File: config.mk
export PLATFORM = sky130hd
export DESIGN_NAME = led_matrix_scanner_flat
export DESIGN_NICKNAME = d
export VERILOG_FILES = /design/src/rtl/led_matrix_scanner_pkg.sv /design/src/rtl/led_matrix_scanner_if.sv /design/src/rtl/led_matrix_scanner_counter.sv /design/src/rtl/led_matrix_scanner.sv /design/src/flat_wrapper.sv
export SDC_FILE = /design/constraint.sdc
export NUM_CORES = 1
export LEC_CHECK = 0
export ABC_AREA = 1
export ABC_CLOCK_PERIOD_IN_PS = 2700
export CAP_MARGIN = 15
export CORE_MARGIN = 2
export CORE_UTILIZATION = 40
export DETAILED_ROUTE_END_ITERATION = 10
export HOLD_SLACK_MARGIN = 0.1
export SYNTH_ARGS = -nofsm -noshare
export SYNTH_HDL_FRONTEND = slang
export SYNTH_SLANG_ARGS = --single-unit
File: constraint.sdc
create_clock -name clk -period 2.7 [get_ports clk]
set_input_delay 0.54 -clock clk [delete_from_list [all_inputs] [get_ports clk]]
set_output_delay 0.54 -clock clk [all_outputs]
set_load 0.01 [all_outputs]
File: src/rtl/led_matrix_scanner_pkg.sv
// Shared types and sizes for the row-multiplexed LED matrix scanner.
package led_matrix_pkg;

    localparam int LED_ROWS = 16;
    localparam int LED_COLS = 16;

    typedef logic [LED_ROWS-1:0][LED_COLS-1:0] led_frame_t;

    typedef enum logic [1:0] {
        IDLE,
        LOAD,
        DRIVE,
        BLANK
    } scan_state_e;

    function automatic int max_int(input int a, input int b);
        return (a > b) ? a : b;
    endfunction

endpackage

File: src/rtl/led_matrix_scanner_if.sv
// Frame-source / matrix-pin bundle of the LED matrix scanner.
interface led_matrix_scanner_if;
    import led_matrix_pkg::*;

    logic       en;
    led_frame_t frame_in;
    logic [15:0] row_sel;
    logic [15:0] col_grn;
    logic [3:0]  row_idx;
    logic        frame_done;

    modport master (
        output en, frame_in,
        input  row_sel, col_grn, row_idx, frame_done
    );

    modport slave (
        input  en, frame_in,
        output row_sel, col_grn, row_idx, frame_done
    );

endinterface

File: src/rtl/led_matrix_scanner_counter.sv
// Up-counter with synchronous clear and a terminal-count flag against a run-time limit;
// one instance times both the row dwell and the inter-row blank.
module scan_tick_counter #(
    parameter int MAX   = 1,
    parameter int WIDTH = $clog2(MAX + 1)
) (
    input  logic             clk,
    input  logic             rst_n,
    input  logic             clear,
    input  logic             inc,
    input  logic [WIDTH-1:0] limit,
    output logic [WIDTH-1:0] count,
    output logic             tc
);

    always_ff @(posedge clk or negedge rst_n) begin
        if (!rst_n) begin
            count <= '0;
        end else if (clear) begin
            count <= '0;
        end else if (inc) begin
            count <= count + 1'b1;
        end
    end

    assign tc = (count == limit);

endmodule

File: src/rtl/led_matrix_scanner.sv
// Scans a latched 16x16 frame onto a row-multiplexed LED matrix, one row per dwell period.
// Define LED_SCAN_BLANK_EN to insert an all-off blank period after every row.
module led_matrix_scanner
    import led_matrix_pkg::*;
#(
    parameter int DWELL_CYCLES = 50000,
    parameter int BLANK_CYCLES = 500
) (
    input logic clk,
    input logic rst_n,
    led_matrix_scanner_if.slave bus
);

    localparam int CNT_MAX = max_int(DWELL_CYCLES, BLANK_CYCLES);
    localparam int CNT_W   = $clog2(CNT_MAX + 1);
    localparam logic [CNT_W-1:0] DWELL_LAST = CNT_W'(DWELL_CYCLES - 1);

    scan_state_e state;
    scan_state_e state_next;
    led_frame_t  shadow;
    logic [3:0]  row_q;
    logic [CNT_W-1:0] count;
    logic [CNT_W-1:0] cnt_limit;
    logic tc;
    logic cnt_clear;
    logic cnt_inc;
    logic load_frame;
    logic row_adv;
    logic row_clear;
    logic last_row;

    assign last_row = (row_q == 4'd15);

`ifdef LED_SCAN_BLANK_EN
    localparam logic [CNT_W-1:0] BLANK_LAST = CNT_W'(BLANK_CYCLES - 1);
    // The limit follows the state register only, so en never reaches frame_done.
    assign cnt_limit = (state == BLANK) ? BLANK_LAST : DWELL_LAST;
`else
    assign cnt_limit = DWELL_LAST;
`endif

    scan_tick_counter #(
        .MAX   (CNT_MAX),
        .WIDTH (CNT_W)
    ) u_tick (
        .clk   (clk),
        .rst_n (rst_n),
        .clear (cnt_clear),
        .inc   (cnt_inc),
        .limit (cnt_limit),
        .count (count),
        .tc    (tc)
    );

    always_ff @(posedge clk or negedge rst_n) begin
        if (!rst_n) begin
            state  <= IDLE;
            shadow <= '0;
            row_q  <= 4'd0;
        end else begin
            state <= state_next;
            if (load_frame) begin
                shadow <= bus.frame_in;
            end
            if (load_frame || row_clear) begin
                row_q <= 4'd0;
            end else if (row_adv) begin
                row_q <= row_q + 4'd1;
            end
        end
    end

    always_comb begin
        state_next = state;
        cnt_clear  = 1'b0;
        cnt_inc    = 1'b0;
        load_frame = 1'b0;
        row_adv    = 1'b0;
        row_clear  = 1'b0;
        if (!bus.en) begin
            state_next = IDLE;
            cnt_clear  = 1'b1;
            row_clear  = 1'b1;
        end else begin
            case (state)
                IDLE: begin
                    state_next = LOAD;
                    cnt_clear  = 1'b1;
                end
                LOAD: begin
                    load_frame = 1'b1;
                    cnt_clear  = 1'b1;
                    state_next = DRIVE;
                end
                DRIVE: begin
                    cnt_inc = 1'b1;
                    if (tc) begin
                        cnt_clear = 1'b1;
`ifdef LED_SCAN_BLANK_EN
                        state_next = BLANK;
`else
                        if (last_row) begin
                            state_next = LOAD;
                        end else begin
                            row_adv = 1'b1;
                        end
`endif
                    end
                end
`ifdef LED_SCAN_BLANK_EN
                BLANK: begin
                    cnt_inc = 1'b1;
                    if (tc) begin
                        cnt_clear = 1'b1;
                        if (last_row) begin
                            state_next = LOAD;
                        end else begin
                            row_adv    = 1'b1;
                            state_next = DRIVE;
                        end
                    end
                end
`endif
                default: begin
                    state_next = IDLE;
                end
            endcase
        end
    end

    // Pin outputs are a pure decode of state, row and counter registers.
    always_comb begin
        bus.row_sel    = 16'd0;
        bus.col_grn    = 16'd0;
        bus.row_idx    = 4'd0;
        bus.frame_done = 1'b0;
        case (state)
            DRIVE: begin
                bus.row_sel = 16'd1 << row_q;
                bus.col_grn = shadow[row_q];
                bus.row_idx = row_q;
`ifndef LED_SCAN_BLANK_EN
                bus.frame_done = last_row && tc;
`endif
            end
`ifdef LED_SCAN_BLANK_EN
            BLANK: begin
                bus.row_idx    = row_q;
                bus.frame_done = last_row && tc;
            end
`endif
            default: begin
                bus.row_sel = 16'd0;
            end
        endcase
    end

endmodule
File: src/flat_wrapper.sv
// flat-port wrapper written by rule: the top's interface ports become plain ports
module led_matrix_scanner_flat import led_matrix_pkg::*;
#(
    parameter int DWELL_CYCLES = 50000,
    parameter int BLANK_CYCLES = 500
)
  (clk, rst_n, bus_en, bus_frame_in, bus_row_sel, bus_col_grn, bus_row_idx, bus_frame_done);
  led_matrix_scanner_if bus_i ();
  input logic clk;
  input logic rst_n;
  input wire logic [$bits(bus_i.en)-1:0] bus_en;
  input wire logic [$bits(bus_i.frame_in)-1:0] bus_frame_in;
  output wire logic [$bits(bus_i.row_sel)-1:0] bus_row_sel;
  output wire logic [$bits(bus_i.col_grn)-1:0] bus_col_grn;
  output wire logic [$bits(bus_i.row_idx)-1:0] bus_row_idx;
  output wire logic [$bits(bus_i.frame_done)-1:0] bus_frame_done;
  assign bus_i.en = bus_en;
  assign bus_i.frame_in = bus_frame_in;
  assign bus_row_sel = bus_i.row_sel;
  assign bus_col_grn = bus_i.col_grn;
  assign bus_row_idx = bus_i.row_idx;
  assign bus_frame_done = bus_i.frame_done;
  led_matrix_scanner #(.DWELL_CYCLES(DWELL_CYCLES), .BLANK_CYCLES(BLANK_CYCLES)) u_core (.clk(clk), .rst_n(rst_n), .bus(bus_i));
endmodule
After elaboration in Yosys (flattened, before gate mapping)
Index checks and enable logic that the tools add are counted.
{ "classes": {"addsub": 2, "muxes": 26, "eq_ne": 6, "n_lt_le_gt_ge": 1, "shift": 1, "reduce_logical": 7} }
{ "ops": {"columns": ["op", "count"], "rows": [
  ["$mux W16", 5],
  ["$bmux W16 S4", 1],
  ["$add A16 B1 Y16 const B", 1],
  ["$eq A16 B16 Y1 const B", 1],
  ["$shl A1 B4 Y16 const A", 1],
  ["$mux W1", 12],
  ["$mux W4", 3],
  ["$mux W2", 3],
  ["$ne A3 B2 Y1 const B", 2],
  ["$pmux W2 S3", 1],
  ["$lt A4 B5 Y1 const B", 1],
  ["$add A4 B1 Y4 const B", 1],
  ["$eq A4 B4 Y1 const B", 1],
  ["$reduce_bool A2 Y1", 2],
  ["$eq A2 B1 Y1 const B", 1],
  ["$eq A2 B2 Y1 const B", 1],
  ["$logic_not A2 Y1", 1],
  ["$pmux W1 S2", 1],
  ["$reduce_and A2 Y1", 1],
  ["$reduce_or A2 Y1", 1],
  ["$logic_and A1 B1 Y1", 1],
  ["$logic_or A1 B1 Y1", 1]
]} }
{ "word_totals": {"input_bits": 259, "regBits": 278, "word_cells": 62} }

Longest topological paths before layout
Gate-level depths: netlist of the first run.
{ "logic_depth": {"depth_word": 7, "ltp_mapped": 11} }

Modules after synthesis
A second synthesis of the first run with hierarchy kept.
{ "unflattened": {"cells_unflattened": 1492, "hier_area_um2": 13689.4} }
{ "modules_own_cells": {"columns": ["module", "cells_per_inst", "seq_area_each_um2", "area_each_um2", "n_inst"], "rows": [
  ["led_matrix_scanner", 1336, 6556.3, 12558.3, 1],
  ["scan_tick_counter", 156, 400.4, 1131.1, 1]
]} }

Worst setup path before layout of the first run
Ideal clock, no wire load.
{ "synth_timing": {"path_kind": "register to output", "start": "register u_core.row_q[0]", "end": "output port bus_row_sel[0]", "required_ns": 2.160, "n_path_buf": 3, "slack_ns": 0.815, "arrival_time_ns": 1.345, "stages_incl_launch_ff": 8, "cell_sequence": "dfrtp_1 -> buf_2 -> inv_2 -> buf_2 -> buf_2 -> ha_1 -> nand2_1 -> nor2_1"} }
{ "synth_between": {"elab_chain_cells": 2} }
{ "synth_rtl": {"columns": ["item", "line", "rtl"], "rows": [
  ["from (decl)", "led_matrix_scanner.sv:21", "logic [3:0] row_q;"],
  ["from (signal assigned)", "led_matrix_scanner.sv:68", "row_q <= row_q + 4'd1;"],
  ["$shl A1 B4 Y16", "led_matrix_scanner.sv:139", "bus.row_sel = 16'd1 << row_q;"],
  ["$mux W16", "led_matrix_scanner.sv:137", "case (state)"],
  ["to (decl)", "flat_wrapper.sv:13", "output wire logic [$bits(bus_i.row_sel)-1:0] bus_row_sel;"]
]} }
No other way between the ends.

Worst setup path after layout of the first run
{ "layout_timing": {"start": "register u_core.row_q[0]", "end": "output port bus_col_grn[0]"} }
{ "layout_between": {"elab_chain_cells": 3} }
{ "layout_rtl": {"columns": ["item", "line", "rtl"], "rows": [
  ["$bmux W16 S4", "led_matrix_scanner.sv:140", "bus.col_grn = shadow[row_q];"],
  ["$mux W16 (implied by the code)", "led_matrix_scanner.sv:140", null],
  ["$mux W16", "led_matrix_scanner.sv:137", null],
  ["to (decl)", "flat_wrapper.sv:14", "output wire logic [$bits(bus_i.col_grn)-1:0] bus_col_grn;"]
]} }
No other way between the ends. The select of a mux whose other input is x is not followed.

==> impl_metrics.toml, run 1 <==
[yosys]
syn_area_per_cell_sq_um = 8.89
synth-seq-cells = 278
synth.most_common_cell = "nor2_1"
syn-instance-count = 1608
synth_nets = 1874
synth_area_leader_cell = "dfrtp_1"
synthTopCellsByArea = "dfrtp_1, mux2_4, nor2_1"
synth_edf_count = 0
ys.flop_type = "dfrtp_1"
yosys.area.top_type_share_pct = 48.7
synth_area_sq_mm = 0.0143
yosysUniqueCellTypes = 24
ys.warnings.count = 0
yosys-top-cells-count = "nor2_1, nand2_1, dfrtp_1, inv_1, mux2_4"
synthArstFlopShare_pct = 100
yosysSeqAreaShare_pct = 48.7

[drt]
first_pass_iters = 4
routed_via_density = 5.02
ant_nets = 0
wl_mm = 47.5
vias = 12100
post_drt_wl_per_cell_microns = 19.7
drcViolationCount = 0
dr.first_iter.drc_count = 808

[sta]
maxSlewViolCount = 0
rsz0062_at_grt = "true"
min_period_over_period_pct = 106
timing.fmax_mhz = 351
final.setup.worst_slack_ns = -0.149
skew_ns = 0.0137
period_minus_slack_ns = 2.85
relSlewSlack_pct = 59.1
finalHoldViolations = 0
tightest_slew_ns = 0.613
final-setup-viol-count = 22

[setup_path]
cp_data_required_time_ns = 2.16
worstSetupStartpoint = "u_core.row_q[0]$_DFFE_PN0P_"
cp_slowest_cell = "dfrtp_4"
crit_path_max_fanout = 23
path_cells = "buf_8 > buf_12 > buf_8 > nor2_2 > nor2_1 > o21ai_1 > nand3_1 > nand3_2 > nand2_2 > buf_6"
worst-r2r-setup-slack_ns = 0.86
r2r-start = "u_core.row_q[0]$_DFFE_PN0P_"
end_kind = "output port"
slowest_delay_ns = 0.52
start_kind = "flop"
worst-setup-path-type = "flop to output port"
cp_common_cell = "buf_8"
arrival_ns = 2.31

[cells_and_area]
final_util_pct = 56.9
final_nets = 2192
postLayoutCellArea_sq_mm = 0.0201
layout-drive-gt1-share_pct = 21.5
area_growth_pct = 40.9

[worst_hold_path]
timing.hold.worst.class = "flop to flop"
hold_path.startpoint = "u_core.shadow[48]$_DFFE_PN0P_"

[run_status]
violations = "setup timing"
status = "finished, violations left"

[global_routing]
grt_pass1_vias = 12100
grt_max_degree = 76
grt_pass1_wl_mm = 70.5
grt_antenna_before_repair = 2
overflow = 0
grt_usage_pct = 25.0

[place]
gp_congestion = 0.856
portBuffers = 295
hpwl_mm = 34.1
place_area_sq_mm = 0.0181

[floorplan]
die_w_microns = 193
ios = 296
num_rows = 69
die_h_microns = 193
initial_utilization_pct = 40.4
die_area_sq_mm = 0.0373
coreArea_sq_mm = 0.0354

[clock_tree]
clk_path_buf_depth = 3
cts_tree = "yes"
root_buffer = "clkbuf_16"
path_clk_slew_ns = 0.06
cts_sinks = 278
insertion_delay_ns = 0.57
cts_htree_levels = 1
cts_buffers = 31

[power_and_ir_drop]
peakVddDrop_mv = 0.526
power_leakage_uw = 0.00945
powerDensity_mw_per_mm2 = 677

[run]
drv_cap = 0
==> cell families (layout without fill, tap and decap cells) <==
family / count (synthesis) / after routing / synth area share (%)
xor+xnor: 4 / 4 / 0.245
other cells: 0 / 5 / 0
flops: 278 / 278 / 48.7
buf+inv: 210 / 553 / 6.93
simple gates: 781 / 781 / 21.7
mux: 176 / 176 / 16.5
fa+ha+maj: 7 / 7 / 0.613
compound gates: 152 / 152 / 5.32
==> power breakdown <==
| part | total (uW) | internal, uW | switching [uW] | leakage (uW) |
|---|---|---|---|---|
| logic | 3010 | 1710 | 1310 | 0.00567 |
| registers | 5910 | 5250 | 659 | 0.00324 |
| clock network | 4710 | 2880 | 1820 | 0.000551 |
==> worst max-delay path, delay by kind of cell, from the launching register on <==
family | cells | cell delay, ns
AOI/OAI and AO/OA | 1 | 0.13
buffers and inverters | 4 | 0.58
DFF | 1 | 0.52
and+or+nand+nor | 5 | 0.47
==> placed cells by master, fill, tap and decap left out, drive strengths merged <==
cell | Yosys | final
dfrtp | 278 | 278
clkdlybuf4s50 | 0 | 260
nor2 | 367 | 367
diode | 0 | 5
ha | 7 | 7
mux2 | 176 | 176
xor2 | 4 | 4
clkinvlp | 0 | 7
bufinv | 0 | 7
a21oi | 83 | 83
nand2 | 312 | 312
dlygate4sd2 | 0 | 1
inv | 120 | 119
o21ai | 69 | 69
clkinv | 0 | 10
nand3 | 89 | 89
nor3 | 1 | 1
buf | 71 | 92
bufbuf | 0 | 3
nand4 | 12 | 12
clkbuf | 19 | 49
dlygate4sd3 | 0 | 1
clkdlybuf4s15 | 0 | 4
==> registers in the layout, indices dropped and copies added, names as in the netlist <==
name / count
u_core.state: 2
u_core.u_tick.count: 16
u_core.shadow: 256
u_core.row_q: 4
==> worst paths after layout <==
check / to / cells past startpoint
setup / recovery: bus_col_grn[0] / 10
hold / removal: u_core.shadow[48]$_DFFE_PN0P_ / 1
setup reg to reg: u_core.row_q[0]$_DFFE_PN0P_ / 8
hold reg to reg: u_core.shadow[48]$_DFFE_PN0P_ / 1
max in group asynchronous: u_core.shadow[212]$_DFFE_PN0P_ / 3
min in group asynchronous: u_core.u_tick.count[11]$_DFFE_PN0P_ / 2
==> layout make-up <==
cell class | count | area, sq um
diodes | 5 | 12.5
clock buffers | 35 | 831
clock inverters | 23 | 317
fillers | 3147 | 15300
inverters | 120 | 463
multi-input cells | 1120 | 6800
flip-flops and latches | 278 | 6960
well taps | 461 | 577
repair buffers | 375 | 4170
==> routing by layer <==
layer	share of wire [%]	track usage, %	routed length (microns)
met2	46	40.4	22100
met4	2.8	6.67	1310
met3	6.7	4.38	3180
met1	44	34.9	21000
met5	0	0	0
==> per-stage QoR <==
step,hold slack [ns],worst slack (ns),TNS (ns),power [uW],cells
3_5_place_dp,0.476,-0.0497,-0.378,8760,2331
3_3_place_gp,0.468,-0.0493,-0.125,8710,2331
2_1_floorplan,0.244,0.815,0,7580,1608
4_1_cts,0.489,-0.179,-3.12,13600,2401
6_report,0.484,-0.149,-1.82,13600,2417
5_1_grt,0.503,-0.247,-4.09,14300,2413
==> timing repair <==
action                                  CTS  global route
pin swaps                                28            69
buffers inserted                          4             5
endpoints found under the setup margin   34            34
gates resized for setup                 207           114
endpoints found under the hold margin    58             0
gates cloned                              7             7
hold buffers                              1             0
Note: power is estimated with default switching activity, not from simulation.
==> run 2, diff against run 1 <==
Settings changed: PLACE_DENSITY_LB_ADDON set to 0.3.
==> impl_metrics.toml, run 2 (synthesis gave the netlist of run 1 again) <==
[sta]
tightest_slew_ns = 0.622
skew_ns = 0.0122
final.setup.worst_slack_ns = -0.0475
maxSlewViolCount = 0
hold_slack_ns = 0.487
period_minus_slack_ns = 2.75
rsz0062_at_grt = "true"
fin_tns_setup_ns = -0.167
finalHoldViolations = 0
relSlewSlack_pct = 58.5
min_period_over_period_pct = 102
timing.fmax_mhz = 364
final-setup-viol-count = 10

[global_routing]
grt_max_degree = 67
grt_pass1_vias = 12500
grt_antenna_before_repair = 3
grt_usage_pct = 25.1
overflow = 0
grt_pass1_wl_mm = 71.0

[setup_path]
slowest_delay_ns = 0.49
cp_slowest_cell = "dfrtp_4"
cpLargestDelayFamily = "simple AND/OR/NAND/NOR gates"
path_cells = "buf_12 > buf_4 > nor2_2 > nor2_1 > nand2_1 > nand2_1 > nand2_1 > nand2_1 > nand2_2 > nand2_2 > buf_6"
worst-path-buf-inv = 3
crit_path_max_fanout = 9
arrival_ns = 2.21
worst-setup-path-type = "flop to output port"
worst-r2r-setup-slack_ns = 0.88
start_kind = "flop"
end_kind = "output port"
cp_data_required_time_ns = 2.16
cp_common_cell = "nand2_1"

[drt]
drcViolationCount = 0
routed_via_density = 5.02
post_drt_wl_per_cell_microns = 19.7
dr.first_iter.drc_count = 805
vias = 12100
ant_nets = 0
wl_mm = 47.4
first_pass_iters = 5

[clock_tree]
clk_path_buf_depth = 3
path_clk_slew_ns = 0.06
cts_tree = "yes"
cts_buffers = 31
insertion_delay_ns = 0.57
root_buffer = "clkbuf_16"
cts_htree_levels = 1
cts_sinks = 278

[floorplan]
die_area_sq_mm = 0.0373
initial_utilization_pct = 40.4
die_w_microns = 193
coreArea_sq_mm = 0.0354
ios = 296
num_rows = 69
die_h_microns = 193

[run]
drv_cap = 0

[power_and_ir_drop]
powerDensity_mw_per_mm2 = 666
power_leakage_uw = 0.00935
p_total_uw = 13100
peakVddDrop_mv = 0.517

[place]
hpwl_mm = 34.7
dp_cells = 2331
portBuffers = 295
gp_congestion = 0.933

[cells_and_area]
multiInputGateArea_sq_mm = 0.00663
layoutNonFillerInstCount = 2409
layout_common_cells = "nor2_1, nand2_1, dfrtp_1, clkdlybuf4s50_1, inv_1"
area_growth_pct = 37.5
nFillCells = 3177
reg_top3 = "u_core.shadow (256), u_core.u_tick.count (16), u_core.row_q (4)"
final_nets = 2190
final_util_pct = 55.5
layout-drive-gt1-share_pct = 18.7
seq_area_sq_mm = 0.00696
top_register = "u_core.shadow"
largest_reg_flops = 256
final_common_cell = "nor2_1"

[run_status]
status = "finished, violations left"
violations = "setup timing"

[worst_hold_path]
timing.hold.worst.class = "flop to flop"
## run 2: cell count changes in the layout (fill, tap and decap cells not counted), moves of 5 or more
cell	previous run	this run
nor2_2	30	25
nand2_2	47	36
clkbuf_2	7	1
nor2_4	21	7
bufinv_16	7	1
nor2_1	316	335
buf_4	32	39
clkbuf_1	0	7
dlygate4sd2_1	1	7
nand2_1	261	276
## run 2: final timing paths
kind,endpoint,depth (start not counted),from
worst max-delay path,bus_col_grn[1],11,u_core.row_q[0]$_DFFE_PN0P_
worst min-delay path,u_core.shadow[62]$_DFFE_PN0P_,1,u_core.shadow[62]$_DFFE_PN0P_
worst min register to register,u_core.shadow[62]$_DFFE_PN0P_,1,u_core.shadow[62]$_DFFE_PN0P_
worst max register to register,u_core.u_tick.count[14]$_DFFE_PN0P_,9,u_core.u_tick.count[0]$_DFFE_PN0P_
min in group asynchronous,u_core.shadow[174]$_DFFE_PN0P_,2,rst_n
max in group asynchronous,u_core.shadow[66]$_DFFE_PN0P_,3,rst_n
## run 2: worst register-to-register path: stages, from the launching register on
cell	delay [ns]
dfrtp_1	0.39
ha_1	0.18
nand2_1	0.07
buf_4	0.15
nor2_1	0.13
nand3_1	0.11
nor2_1	0.33
nor2_1	0.19
nand2_1	0.10
nand2_1	0.05
## run 2: where the power goes
group | internal, uW | leakage, uW | switching [uW]
clock network | 2420 | 0.000490 | 1750
registers | 5250 | 0.00324 | 635
logic | 1670 | 0.00562 | 1360
total | 9340 | 0.00935 | 3740
## run 2: area by class of cell
| type | instances | share of cell area (%) |
|---|---|---|
| Sequential cell | 278 | 35.4 |
| Multi-Input combinational cell | 1120 | 33.7 |
| Timing Repair Buffer | 373 | 20.4 |
| Clock buffer | 46 | 4.64 |
| Tap cell | 461 | 2.94 |
| Inverter | 120 | 2.36 |
| Clock inverter | 10 | 0.446 |
| Antenna cell | 1 | 0.0127 |
## run 2: per-layer routing
layer | wire, microns | track usage (%) | vias to the layer above
met3 | 3380 | 5.32 | 98
met1 | 20400 | 33.4 | 5822
met4 | 1790 | 9.18 | 4
met2 | 21900 | 40.3 | 402
met5 | 27 | 0 | -
li1 | - | - | 5756
## run 2: per-stage QoR
step | area, sq um | setup slack (ns)
floorplan | 14300 | 0.815
global placement | 18100 | 0.0279
detailed placement | 18100 | 0.0254
CTS | 19400 | -0.170
global route | 19600 | -0.140
finish | 19600 | -0.0475
## run 2: what timing repair did
| action | 4_1_cts | 5_1_grt |
|---|---|---|
| endpoints found under the hold margin | 53 | 0 |
| pin swaps | 20 | 12 |
| buffers inserted | 10 | 5 |
| setup endpoints to repair | 34 | 35 |
| resized for setup | 186 | 53 |
| hold buffers | 1 | 0 |
| cloned | 2 | 4 |
